--- src/rtl/hex_page_display_if.sv ---
// Bus between the decrypt control and the paged hex display stage.
// load is a level "block valid" captured on its rising edge; page_adv is a one-cycle pulse.
interface hex_page_display_if;
    logic [63:0] data_in;
    logic        load;
    logic        page_adv;
    logic [6:0]  seven;
    logic [3:0]  EN;
    logic [1:0]  page;
    logic        valid;

    modport master (
        output data_in, load, page_adv,
        input  seven, EN, page, valid
    );

    modport slave (
        input  data_in, load, page_adv,
        output seven, EN, page, valid
    );
endinterface

--- src/rtl/hex_page_display.sv ---
// Captures a 64-bit decrypted block and shows it four hex digits per page
// on a 4-digit multiplexed, active-low seven-segment display.
module hex_page_display #(
    parameter int REFRESH_CYCLES = 50000
) (
    input  logic               clk,
    input  logic               rst,
    hex_page_display_if.slave  bus
);
    localparam int CW = (REFRESH_CYCLES > 2) ? $clog2(REFRESH_CYCLES) : 1;
    localparam logic [CW-1:0] CNT_LAST = CW'(REFRESH_CYCLES - 1);
    localparam logic [6:0] DASH = 7'b1111110;

    logic          load_d;
    logic [63:0]   data_reg;
    logic          valid_q;
    logic [1:0]    page_q;
    logic [CW-1:0] refresh_cnt;
    logic [1:0]    digit;
    logic [1:0]    digit_nxt;
    logic          cap;
    logic          tick;
    logic [15:0]   window;
    logic [3:0]    nibble;
    logic [6:0]    seven_nxt;
    logic [3:0]    en_nxt;
    logic [6:0]    seven_q;
    logic [3:0]    en_q;

    function automatic logic [6:0] hex_glyph(input logic [3:0] n);
        case (n)
            4'h0: hex_glyph = 7'b0000001;
            4'h1: hex_glyph = 7'b1001111;
            4'h2: hex_glyph = 7'b0010010;
            4'h3: hex_glyph = 7'b0000110;
            4'h4: hex_glyph = 7'b1001100;
            4'h5: hex_glyph = 7'b0100100;
            4'h6: hex_glyph = 7'b0100000;
            4'h7: hex_glyph = 7'b0001111;
            4'h8: hex_glyph = 7'b0000000;
            4'h9: hex_glyph = 7'b0000100;
            4'hA: hex_glyph = 7'b0001000;
            4'hB: hex_glyph = 7'b1100000;
            4'hC: hex_glyph = 7'b0110001;
            4'hD: hex_glyph = 7'b1000010;
            4'hE: hex_glyph = 7'b0110000;
            default: hex_glyph = 7'b0111000;
        endcase
    endfunction

    assign cap       = bus.load & ~load_d;
    assign tick      = (refresh_cnt == CNT_LAST);
    assign digit_nxt = tick ? digit + 2'd1 : digit;

    // seven and EN are both built from digit_nxt so they register in lockstep with digit.
    always_comb begin
        case (page_q)
            2'd0:    window = data_reg[63:48];
            2'd1:    window = data_reg[47:32];
            2'd2:    window = data_reg[31:16];
            default: window = data_reg[15:0];
        endcase
        case (digit_nxt)
            2'd0:    nibble = window[3:0];
            2'd1:    nibble = window[7:4];
            2'd2:    nibble = window[11:8];
            default: nibble = window[15:12];
        endcase
        seven_nxt = valid_q ? hex_glyph(nibble) : DASH;
        en_nxt    = ~(4'b0001 << digit_nxt);
    end

    always_ff @(posedge clk) begin
        if (!rst) begin
            load_d      <= 1'b0;
            data_reg    <= 64'h0;
            valid_q     <= 1'b0;
            page_q      <= 2'd0;
            refresh_cnt <= '0;
            digit       <= 2'd0;
            seven_q     <= DASH;
            en_q        <= 4'b1110;
        end else begin
            load_d      <= bus.load;
            refresh_cnt <= tick ? '0 : refresh_cnt + 1'b1;
            digit       <= digit_nxt;
            seven_q     <= seven_nxt;
            en_q        <= en_nxt;
            if (cap) begin
                data_reg <= bus.data_in;
                valid_q  <= 1'b1;
                page_q   <= 2'd0;
            end else if (bus.page_adv && valid_q) begin
                page_q   <= page_q + 2'd1;
            end
        end
    end

    assign bus.seven = seven_q;
    assign bus.EN    = en_q;
    assign bus.page  = page_q;
    assign bus.valid = valid_q;
endmodule

--- src/flat_wrapper.sv ---
// flat-port wrapper written by rule: the top's interface ports become plain ports
module hex_page_display_flat 
#(
    parameter int REFRESH_CYCLES = 50000
)
  (clk, rst, bus_data_in, bus_load, bus_page_adv, bus_seven, bus_EN, bus_page, bus_valid);
  hex_page_display_if bus_i ();
  input  logic clk;
  input  logic rst;
  input wire logic [$bits(bus_i.data_in)-1:0] bus_data_in;
  input wire logic [$bits(bus_i.load)-1:0] bus_load;
  input wire logic [$bits(bus_i.page_adv)-1:0] bus_page_adv;
  output wire logic [$bits(bus_i.seven)-1:0] bus_seven;
  output wire logic [$bits(bus_i.EN)-1:0] bus_EN;
  output wire logic [$bits(bus_i.page)-1:0] bus_page;
  output wire logic [$bits(bus_i.valid)-1:0] bus_valid;
  assign bus_i.data_in = bus_data_in;
  assign bus_i.load = bus_load;
  assign bus_i.page_adv = bus_page_adv;
  assign bus_seven = bus_i.seven;
  assign bus_EN = bus_i.EN;
  assign bus_page = bus_i.page;
  assign bus_valid = bus_i.valid;
  hex_page_display #(.REFRESH_CYCLES(REFRESH_CYCLES)) u_core (.clk(clk), .rst(rst), .bus(bus_i));
endmodule
--- config.mk ---
export PLATFORM = sky130hd
export DESIGN_NAME = hex_page_display_flat
export DESIGN_NICKNAME = d
export VERILOG_FILES = /design/src/rtl/hex_page_display_if.sv /design/src/rtl/hex_page_display.sv /design/src/flat_wrapper.sv
export SDC_FILE = /design/constraint.sdc
export NUM_CORES = 1
export LEC_CHECK = 0
export BUFFER_PORTS_ARGS = -buffer_cell sky130_fd_sc_hd__buf_4
export CORE_ASPECT_RATIO = 1.75
export CORE_MARGIN = 1.5
export CORE_UTILIZATION = 30
export CTS_CLUSTER_SIZE = 40
export DETAILED_ROUTE_END_ITERATION = 7
export PLACE_DENSITY = 0.52
export SYNTH_ARGS = -nofsm -noshare
export SYNTH_HDL_FRONTEND = slang
export SYNTH_SLANG_ARGS = --single-unit
--- constraint.sdc ---
create_clock -name clk -period 4.1 [get_ports clk]
set_input_delay 0.41 -clock clk [delete_from_list [all_inputs] [get_ports clk]]
set_output_delay 0.41 -clock clk [all_outputs]
set_load 0.005 [all_outputs]
==> impl_metrics.env <==
export IMPL_dp_hpwl_um=8300
export IMPL_cts_tree="done"
export IMPL_power_density_nw_per_um2=402
export IMPL_die_y_um=157
export IMPL_portBuffers=81
export IMPL_ys_types=45
export IMPL_slew_headroom_pct=22.5
export IMPL_antenna_found_initial=0
export IMPL_pin_count=82
export IMPL_layout_drive_gt1_share_pct=23.0
export IMPL_regToRegSetupSlack_ns=0.89
export IMPL_grt_pass1_vias=3325
export IMPL_synth_main_ff_cell="dfxtp_1"
export IMPL_syn_inst=395
export IMPL_wl_per_cell_um=17.1
export IMPL_crit_type="reg2reg"
export IMPL_finClkSkew_ns=0.0100
export IMPL_slowest_stage="ha_1"
export IMPL_timing_setup_tns_ns=0
export IMPL_viasPerCell=5.10
export IMPL_fin_nets=544
export IMPL_design_area_um2=5080
export IMPL_async_flop_share_pct=0
export IMPL_largest_reg_flops=64
export IMPL_holdBufCountCts=0
export IMPL_syn_avg_cell_area_um2=10.3
export IMPL_fp_row_count=56
export IMPL_cts_sinks=97
export IMPL_die_x_um=91.0
export IMPL_synth_net_count=474
export IMPL_first_iter_violations=170
export IMPL_n_fill_cell=1375
export IMPL_leakagePower_nw=2.14
export IMPL_drc=0
export IMPL_gr_usage_all_layers_pct=16.0
export IMPL_clock_root_buffer="clkbuf_16"
export IMPL_min_path_cells=2
export IMPL_end_kind="flip-flop"
export IMPL_routabilityCongestion=0.867
export IMPL_cts_buffer_depth=2
export IMPL_rsz0062_at_grt="false"
export IMPL_p_seq_share_pct=50.1
export IMPL_reg2regPathDepth=11
export IMPL_drv_cap=0
export IMPL_synth_seq_cells=97
export IMPL_clkLatencyLatePin_ns=0.35
export IMPL_synth_edf_count=0
export IMPL_synthesis_area_um2=4060
export IMPL_critPathMaxStageDelay_ns=0.45
export IMPL_multi_input_area_um2=1970
export IMPL_post_cts_resize_count=0
export IMPL_required_ns=4.31
export IMPL_max_freq_mhz=311
export IMPL_status="finished clean"
export IMPL_total_power_mw=2.04
export IMPL_ys_seq_area_share_pct=47.8
export IMPL_grt_first_pass_wirelength_um=17500
export IMPL_place_ws_ns=0.929
export IMPL_grt_overflow_total=0
export IMPL_fin_ws_ns=0.887
export IMPL_drt_total_wl_um=11000
export IMPL_seqCellArea_um2=1940
export IMPL_cts_clk_slew_worst_paths_ns=0.07
export IMPL_grt_max_degree=65
export IMPL_fin_hold_ws_ns=0.268
export IMPL_crit_chain="ha_1 > inv_1 > nand2_1 > o21ai_0 > o21ai_0 > o22ai_1 > a221oi_4 > inv_1 > ha_1 > a2111oi_0 > a31oi_1"
export IMPL_fin_crit_sh_pct=78.4
export IMPL_switchingPower_mw=0.515
export IMPL_worstPathMaxFanout=21
export IMPL_finalSetupViolCount=0
export IMPL_start_util_pct=30.5
export IMPL_dieArea_um2=14300
export IMPL_htree_levels=3
export IMPL_p_comb_share_pct=10.4
export IMPL_switching_share_pct=25.2
export IMPL_vias=3282
export IMPL_clkPwrFrac_pct=39.5
export IMPL_post_cts_buffers=0
export IMPL_fin_crit_ns=3.21
export IMPL_cts_buffers_inserted=9
export IMPL_synth_warnings=0
export IMPL_area_growth_pct=25.2
export IMPL_hold_viol_final=0
export IMPL_ant_nets=0
export IMPL_worst_pin_slew_ns=1.16
export IMPL_diodes=0
export IMPL_place_area_um2=4800
export IMPL_drv_slew=0
export IMPL_peakVddDrop_mv=0.231
export IMPL_p_int_mw=1.53
export IMPL_hold_class="in2reg"
export IMPL_core_area_um2=13300
export IMPL_critPathArrivalTime_ns=3.42
export IMPL_start_kind="flip-flop"
export IMPL_dr_pass1_iters=7
[final cells by class]
type	instances	area share [%]
well taps	174	4.28
clock buffers	9	4.43
clock inverters	7	1.16
repair buffers	84	12.4
inverters	11	0.812
multi-input cells	262	38.7
flip-flops and latches	97	38.2
[synthesized netlist by cell type (4+ instances only)]
cell type  count  area (µm²)
dfxtp_1       97        1940
a22o_1        64         561
nor2_1        24        90.1
nand2_1       22        82.6
a21oi_1       17        85.1
clkbuf_1      17        63.8
mux2i_1       13         130
ha_1          11         138
o21ai_0       11        55.1
a222oi_1      10         100
inv_1         10        37.5
nor2b_1        8        50.1
xnor2_1        8        70.1
xor2_1         8        70.1
a22oi_1        7        52.6
nand2b_1       7        43.8
nand3_1        6        30.0
o2bb2ai_1      6        52.6
and3_1         5        31.3
and2_1         4        25.0
buf_2          4        20.0
o221ai_1       4        35.0
o22ai_1        4        25.0
[layer usage]
metal  share of wire, %  global-route usage [%]  vias up
li1                   -                       -     1630
met1                 39                    17.6     1534
met2                 52                    28.6       96
met3                4.1                    3.04       22
met4                4.1                    9.15        0
met5                  0                       0        -
[cell usage in the layout (no fill, tap or decap), types with 9 or more instances in the layout]
master and instances:
dfxtp_1 97, a21oi_1 17, mux2i_1 13, a22o_1 64, clkbuf_16 9, nor2_1 23, ha_1 11, inv_1 10
nand2_1 22, buf_4 84, a222oi_1 10, o21ai_0 11
[final timing paths]
kind                                             from               endpoint
worst max-delay path               u_core.bus.page[1]    u_core.bus.seven[3]
worst min-delay path                  bus_data_in[29]    u_core.data_reg[29]
worst max register to register     u_core.bus.page[1]    u_core.bus.seven[3]
worst min register to register  u_core.refresh_cnt[0]  u_core.refresh_cnt[0]
[cells by family after synthesis]
family          Yosys count  synth area share [%]
flops                    97                  47.8
compound gates          135                  27.2
simple gates             87                  11.0
buf+inv                  36                  3.91
fa+ha+maj                11                  3.39
xor+xnor                 16                  3.45
mux                      13                  3.20
[stage by stage]
| stage | instances | utilization [%] |
|---|---|---|
| detailed placement | 628 | 36.1 |
| finish | 644 | 38.2 |
| global route | 644 | 38.2 |
| CTS | 644 | 38.2 |
| global placement | 628 | 36.1 |
| floorplan | 395 | - |
[worst max-delay path, delay by kind of cell, from the launching register on]
kind / cells / cell delay, ns
compound gates: 6 / 1.23
fa+ha+maj: 2 / 0.71
buf+inv: 2 / 0.56
flops: 1 / 0.41
simple gates: 1 / 0.15
[power groups by stage]
stage	Sequential, mW	Clock [mW]	Combinational (mW)
3_5_place_dp	1.04	0	0.214
6_report	1.02	0.806	0.213
2_1_floorplan	1.03	0	0.123
3_3_place_gp	1.05	0	0.210
5_1_grt	1.03	0.875	0.236
4_1_cts	1.02	0.834	0.215
Power figures use the tool's default switching activity.
